[src/rtl/prbs_pkg.sv]
// rtl/prbs_pkg.sv - shared types and sizing helpers for the PRBS checker
package prbs_pkg;

  typedef enum logic {
    SEARCH = 1'b0,
    LOCKED = 1'b1
  } prbs_state_t;

  // Bits needed to hold values 0..max_val (at least one bit).
  function automatic int cnt_width(input int max_val);
    return (max_val < 2) ? 1 : $clog2(max_val + 1);
  endfunction

endpackage

[src/rtl/prbs_lfsr.sv]
// rtl/prbs_lfsr.sv - Fibonacci LFSR x^N + x^(N-TAP) + 1, s[1] newest bit
// Shifts in either the external bit (self-seeding) or its own prediction (free-running).
module prbs_lfsr
  import prbs_pkg::*;
#(
  parameter int N   = 7,
  parameter int TAP = 1
) (
  input  logic clk,
  input  logic rst_n,
  input  logic shift_en,
  input  logic use_pred,
  input  logic rx,
  output logic pred,
  output logic nonzero
);

  logic [N:1] s;

  assign pred    = s[N] ^ s[N-TAP];
  assign nonzero = |s;

  always_ff @(posedge clk or negedge rst_n) begin
    if (!rst_n) begin
      s <= '0;
    end else if (shift_en) begin
      s <= {s[N-1:1], (use_pred ? pred : rx)};
    end
  end

endmodule

[config.mk]
export PLATFORM = sky130hd
export DESIGN_NAME = prbs_lfsr
export DESIGN_NICKNAME = d
export VERILOG_FILES = /design/src/rtl/prbs_pkg.sv /design/src/rtl/prbs_lfsr.sv
export SDC_FILE = /design/constraint.sdc
export NUM_CORES = 1
export LEC_CHECK = 0
export ABC_AREA = 1
export CORE_AREA = 2 2 39 41
export DETAILED_ROUTE_END_ITERATION = 6
export DIE_AREA = 0 0 41 43
export PLACE_DENSITY_LB_ADDON = 0.05
export REMOVE_ABC_BUFFERS = 1
export SYNTH_ARGS = -nofsm -noshare
export SYNTH_HDL_FRONTEND = slang
export SYNTH_SLANG_ARGS = --single-unit
[constraint.sdc]
create_clock -name clk -period 1.06 [get_ports clk]
set_clock_uncertainty 0.05 [all_clocks]
set_input_delay 0.212 -clock clk [delete_from_list [all_inputs] [get_ports clk]]
set_output_delay 0.212 -clock clk [all_outputs]
set_load 0.03 [all_outputs]
==> run metrics, run 1 <==
cells after synthesis=38; highest clock rate=0.756 GHz; biggest regs=s (7); area fraction of the dominant cell type after synthesis=0.526; max reg flops=7; VDD IR max=0.773 mV; register area share after synthesis=0.526; GR Util All Layers=0.0971; YS warnings=0; Wirelength per Cell=10.0 µm; DIE HEIGHT=43 µm; status=finished with violations; final core occ=0.396; routed vias/inst=4.14; CTS HTree Levels=1; cts hold-fix bufs=0; root buffer cell=clkbuf_4; max_cap viols=0; PnR worst setup slack=-0.263 ns; largest cells by area after synthesis=dfrtp_1, nand2_1, o21ai_0, nand2_2, buf_6; most frequent cells in the layout=nand2_1, buf_4, dfrtp_1; routability cong.=0.722; slew margin rel.=0.783; Finish-stage setup viols=2; DP Area=467 µm²; minimum clock period=1.32 ns; clock latency on the worst-skew pair=0.25 ns; Finished Layout Cells=74; DR pass1 iterations=4; antenna viol nets, final=0; Initial Util=0.241; commonest non-fill, non-tap cell in the layout=nand2_1; GRT overflow=0; routed wire length=743 µm; Layout area overhead=64.7%; NumNets Final=64; CTS max path bufs=2; layout cell share with drive strength beyond 1=0.448; CP endpoint kind=output pin; P_leak=0.265 nW; n_diodes=0; post-synthesis cell area=333 µm²; Startpoint Class=flop; cell count after placement=68; final worst path period share=1.25; worst min path class=input port to asynchronous set/reset pin; IO Port Bufs=6; Starting DRT DRC Count=3; die width=41 µm; final hold violations=0; CTS tree=yes; CTS buffer count=3; I/O pins=7; CP Data Required Time=0.80 ns; routed vias=306; largest net degree at the start of global routing=8; WS Path Type=flop to output pin; Die ar.=1760 µm²; Final Cell Area=548 µm²; WP data arrival=1.06 ns; unrepaired setup endpoints after global routing=yes; core area=1380 µm²; first-pass GRT wire length=1100 µm; post-synth cell types=14; final-report max-slew violation count=0; violated checks=negative setup slack; worst slack, placed=-0.422 ns; initial antenna violation count=0; Num Clock Sinks=7; pwr dens=1690 nW/µm²; syn_area_per_cell=8.76 µm²; worst slew pin tran=0.324 ns; number of synthesized register bits=7; Fin Hold WS=0.171 ns; cell taking the most area after synthesis=dfrtp_1; CP Max Fanout=2; DRC=0; most flop-heavy register=s; vias in the first global route=289; CTS clock-pin slew for the worst setup and hold paths=0.06 ns; Row Count=14
[area by class of cell]
| cell class | instances | area (µm²) |
|---|---|---|
| clock buffers | 3 | 22.5 |
| inverters | 5 | 28.8 |
| fillers | 153 | 836 |
| clock inverters | 1 | 5.00 |
| multi-input cells | 25 | 140 |
| repair buffers | 17 | 156 |
| well taps | 16 | 20.0 |
| flip-flops and latches | 7 | 175 |
[layer usage]
| metal | vias up | global-route usage | part of all wire |
|---|---|---|---|
| met3 | 2 | 0.0314 | 0.057 |
| li1 | 156 | - | - |
| met1 | 142 | 0.115 | 0.43 |
| met2 | 6 | 0.144 | 0.50 |
| met4 | 0 | 0.0600 | 0.013 |
| met5 | - | 0 | 0 |
[worst paths after layout]
path                        from  endpoint  slack [ns]  depth (start not counted)
max                         s[1]   nonzero       -0.26                          3
min                        rst_n      s[6]        0.17                          1
max reg2reg                 s[6]      s[1]        0.04                          7
min reg2reg                 s[3]      s[4]        0.48                          2
max in group asynchronous  rst_n      s[3]        0.54                          1
min in group clk            s[3]      s[4]        0.48                          2
[timing repair]
action / CTS / global route
pin swaps: 0 / 5
endpoints found under the setup margin: 2 / 3
resized for setup: 13 / 6
endpoints found under the hold margin: 0 / 0
buffers inserted: 0 / 4
[metrics by stage]
stage,power [mW],TNS [ns]
global route,0.993,-0.614
floorplan,0.465,-0.0101
CTS,0.883,-0.515
detailed placement,0.612,-0.962
global placement,0.607,-0.841
finish,0.926,-0.511
[critical path: stages (launching register included)]
cell and delay [ns]:
dfrtp_1 0.39, nor3_2 0.17, nand3_1 0.11, buf_6 0.15
[cell families (layout without fill, tap and decap cells)]
| kind of cell | count (synthesis) | count (layout) | share of synthesized area |
|---|---|---|---|
| flops | 7 | 7 | 0.526 |
| buf+inv | 6 | 26 | 0.105 |
| compound gates | 6 | 6 | 0.0902 |
| simple gates | 19 | 19 | 0.278 |
[synthesized netlist by cell type]
library cell  number
nand3_2            1
nor3_1             1
nor2_1             3
nand3_1            1
buf_6              1
inv_1              3
o21ai_0            4
nor2_4             1
nand2_1           10
inv_6              1
nand2_2            2
o21ai_1            2
dfrtp_1            7
inv_2              1
[report_power, final]
group	switching, mW	internal (mW)	leakage, nW
Combinational	0.164	0.183	0.158
Clock	0.0995	0.138	0.0177
Sequential	0.0306	0.310	0.0895
Power figures use the tool's default switching activity.
==> run 2: changes to the inputs <==
--- a/config.mk
+++ b/config.mk
@@ -9,7 +9,8 @@
 export CORE_AREA = 2 2 39 41
 export DETAILED_ROUTE_END_ITERATION = 6
 export DIE_AREA = 0 0 41 43
-export PLACE_DENSITY_LB_ADDON = 0.05
+export HOLD_SLACK_MARGIN = 0.1
+export PLACE_DENSITY = 0.46
 export REMOVE_ABC_BUFFERS = 1
 export SYNTH_ARGS = -nofsm -noshare
 export SYNTH_HDL_FRONTEND = slang
==> run metrics, run 2 (synthesized netlist as in run 1, its figures left out) <==
status=finished with violations (unchanged); violated checks=negative setup slack (unchanged); Post-DP HPWL=535 µm; highest clock rate=0.752 GHz (was 0.756 GHz); WS Path Type=flop to output pin (unchanged); antenna viol nets, final=0 (unchanged); final-report max-slew violation count=0 (unchanged); GRT overflow=0 (unchanged); WL met2=390 µm (was 370 µm); P_leak=0.262 nW (was 0.265 nW); NumNets Final=63 (was 64); routed wire length=761 µm (was 743 µm); CTS max path bufs=2 (unchanged); max reg flops=7 (unchanged); pwr dens=1710 nW/µm² (was 1690 nW/µm²); most flop-heavy register=s (unchanged); register area=175 µm² (unchanged); WL met3=32 µm (was 42 µm); CTS clock-pin slew for the worst setup and hold paths=0.05 ns (was 0.06 ns); I/O pins=7 (unchanged); first-pass GRT wire length=1280 µm (was 1100 µm); Startpoint Class=flop (unchanged); unrepaired setup endpoints after global routing=yes (unchanged); top layer in use=met4 (unchanged); WP data arrival=1.07 ns (was 1.06 ns); Metal-1 WL=315 µm (was 320 µm); cts hold-fix bufs=0 (unchanged); Die ar.=1760 µm² (unchanged); GR Util All Layers=0.116 (was 0.0971); routability cong.=0.670 (was 0.722); root buffer cell=clkbuf_4 (unchanged); Row Count=14 (unchanged); Layout area overhead=64.3% (was 64.7%); # fillers=146 (was 153); routed vias=292 (was 306); CTS buffer count=3 (unchanged); routed vias/inst=4.00 (was 4.14); layout cell share with drive strength beyond 1=0.439 (was 0.448); final core occ=0.395 (was 0.396); area of the multi-input gates=144 µm² (was 140 µm²); worst min path class=input port to asynchronous set/reset pin (unchanged); DP Area=467 µm² (unchanged); worst slew pin tran=0.312 ns (was 0.324 ns); vias in the first global route=330 (was 289); Finish-stage setup viols=2 (unchanged); Starting DRT DRC Count=4 (was 3); final worst path period share=1.25 (about the same); clock latency on the worst-skew pair=0.25 ns (about the same); Wirelength per Cell=10.4 µm (was 10.0 µm); CTS tree=yes (unchanged); largest net degree at the start of global routing=10 (was 8); final hold violations=0 (unchanged); biggest regs=s (7) (unchanged); IO Port Bufs=6 (unchanged); DIE HEIGHT=43 µm (unchanged); max_cap viols=0 (unchanged); initial antenna violation count=0 (unchanged); Initial Util=0.241 (unchanged); core area=1380 µm² (unchanged); Final Cell Area=547 µm² (was 548 µm²); PnR worst setup slack=-0.270 ns (was -0.263 ns); CP endpoint kind=output pin (unchanged); die width=41 µm (unchanged); DRC=0 (unchanged); n_diodes=0 (unchanged); CTS HTree Levels=1 (unchanged); Num Clock Sinks=7 (unchanged); slew margin rel.=0.791 (was 0.783); most frequent cells in the layout=nand2_1, dfrtp_1, buf_6, buf_4, clkdlybuf4s50_1 (was nand2_1, buf_4, dfrtp_1); DR pass1 iterations=4 (unchanged); VDD IR max=0.831 mV (was 0.773 mV); commonest non-fill, non-tap cell in the layout=nand2_1 (unchanged); CP Max Fanout=2 (unchanged); minimum clock period=1.33 ns (was 1.32 ns); CP Data Required Time=0.80 ns (about the same); TNS Setup=-0.516 ns (was -0.511 ns)
## run 2: worst max-delay path: stages (launching register included)
cell and delay, ns:
dfrtp_1 0.39, buf_6 0.14, inv_4 0.05, nand2_4 0.05, nand2_2 0.06, buf_6 0.12
## run 2: final cells by class
type	count	area share
Clock buffer	4	0.0481
Inverter	5	0.0526
Multi-Input combinational cell	25	0.263
Sequential cell	7	0.320
Tap cell	16	0.0366
Timing Repair Buffer	16	0.279
## run 2: routing by layer
layer / up-vias / global-route usage
met5: - / 0
met4: 0 / 0.120
li1: 156 / -
met3: 3 / 0
met1: 123 / 0.129
met2: 10 / 0.178
## run 2: path summary, 6_finish.rpt
check                       end  depth (start not counted)  start  slack (ns)
max                        pred                          5   s[7]       -0.27
min                        s[4]                          1  rst_n        0.16
max reg2reg                s[1]                          7   s[7]        0.04
min reg2reg                s[4]                          2   s[3]        0.47
max in group asynchronous  s[6]                          1  rst_n        0.56
min in group clk           s[4]                          2   s[3]        0.47
## run 2: report_power, final
part,switching (mW),leakage [nW],internal (mW)
logic,0.166,0.157,0.184
registers,0.0306,0.0895,0.311
clock network,0.102,0.0150,0.144
total,0.298,0.262,0.639
## run 2: what timing repair did
item / CTS / global route
endpoints found under the setup margin: 2 / 4
buffers inserted: 3 / 0
gates resized for setup: 15 / 6
pin swaps: 0 / 3
## run 2: metrics by stage
stage / total power [mW] / setup WS [ns] / hold WS, ns / cells
2_1_floorplan: 0.465 / -0.0101 / -0.134 / 37
3_3_place_gp: 0.614 / -0.423 / 0.450 / 68
3_5_place_dp: 0.618 / -0.431 / 0.443 / 68
4_1_cts: 0.941 / -0.265 / 0.166 / 75
5_1_grt: 1.00 / -0.311 / 0.197 / 73
6_report: 0.936 / -0.270 / 0.163 / 73
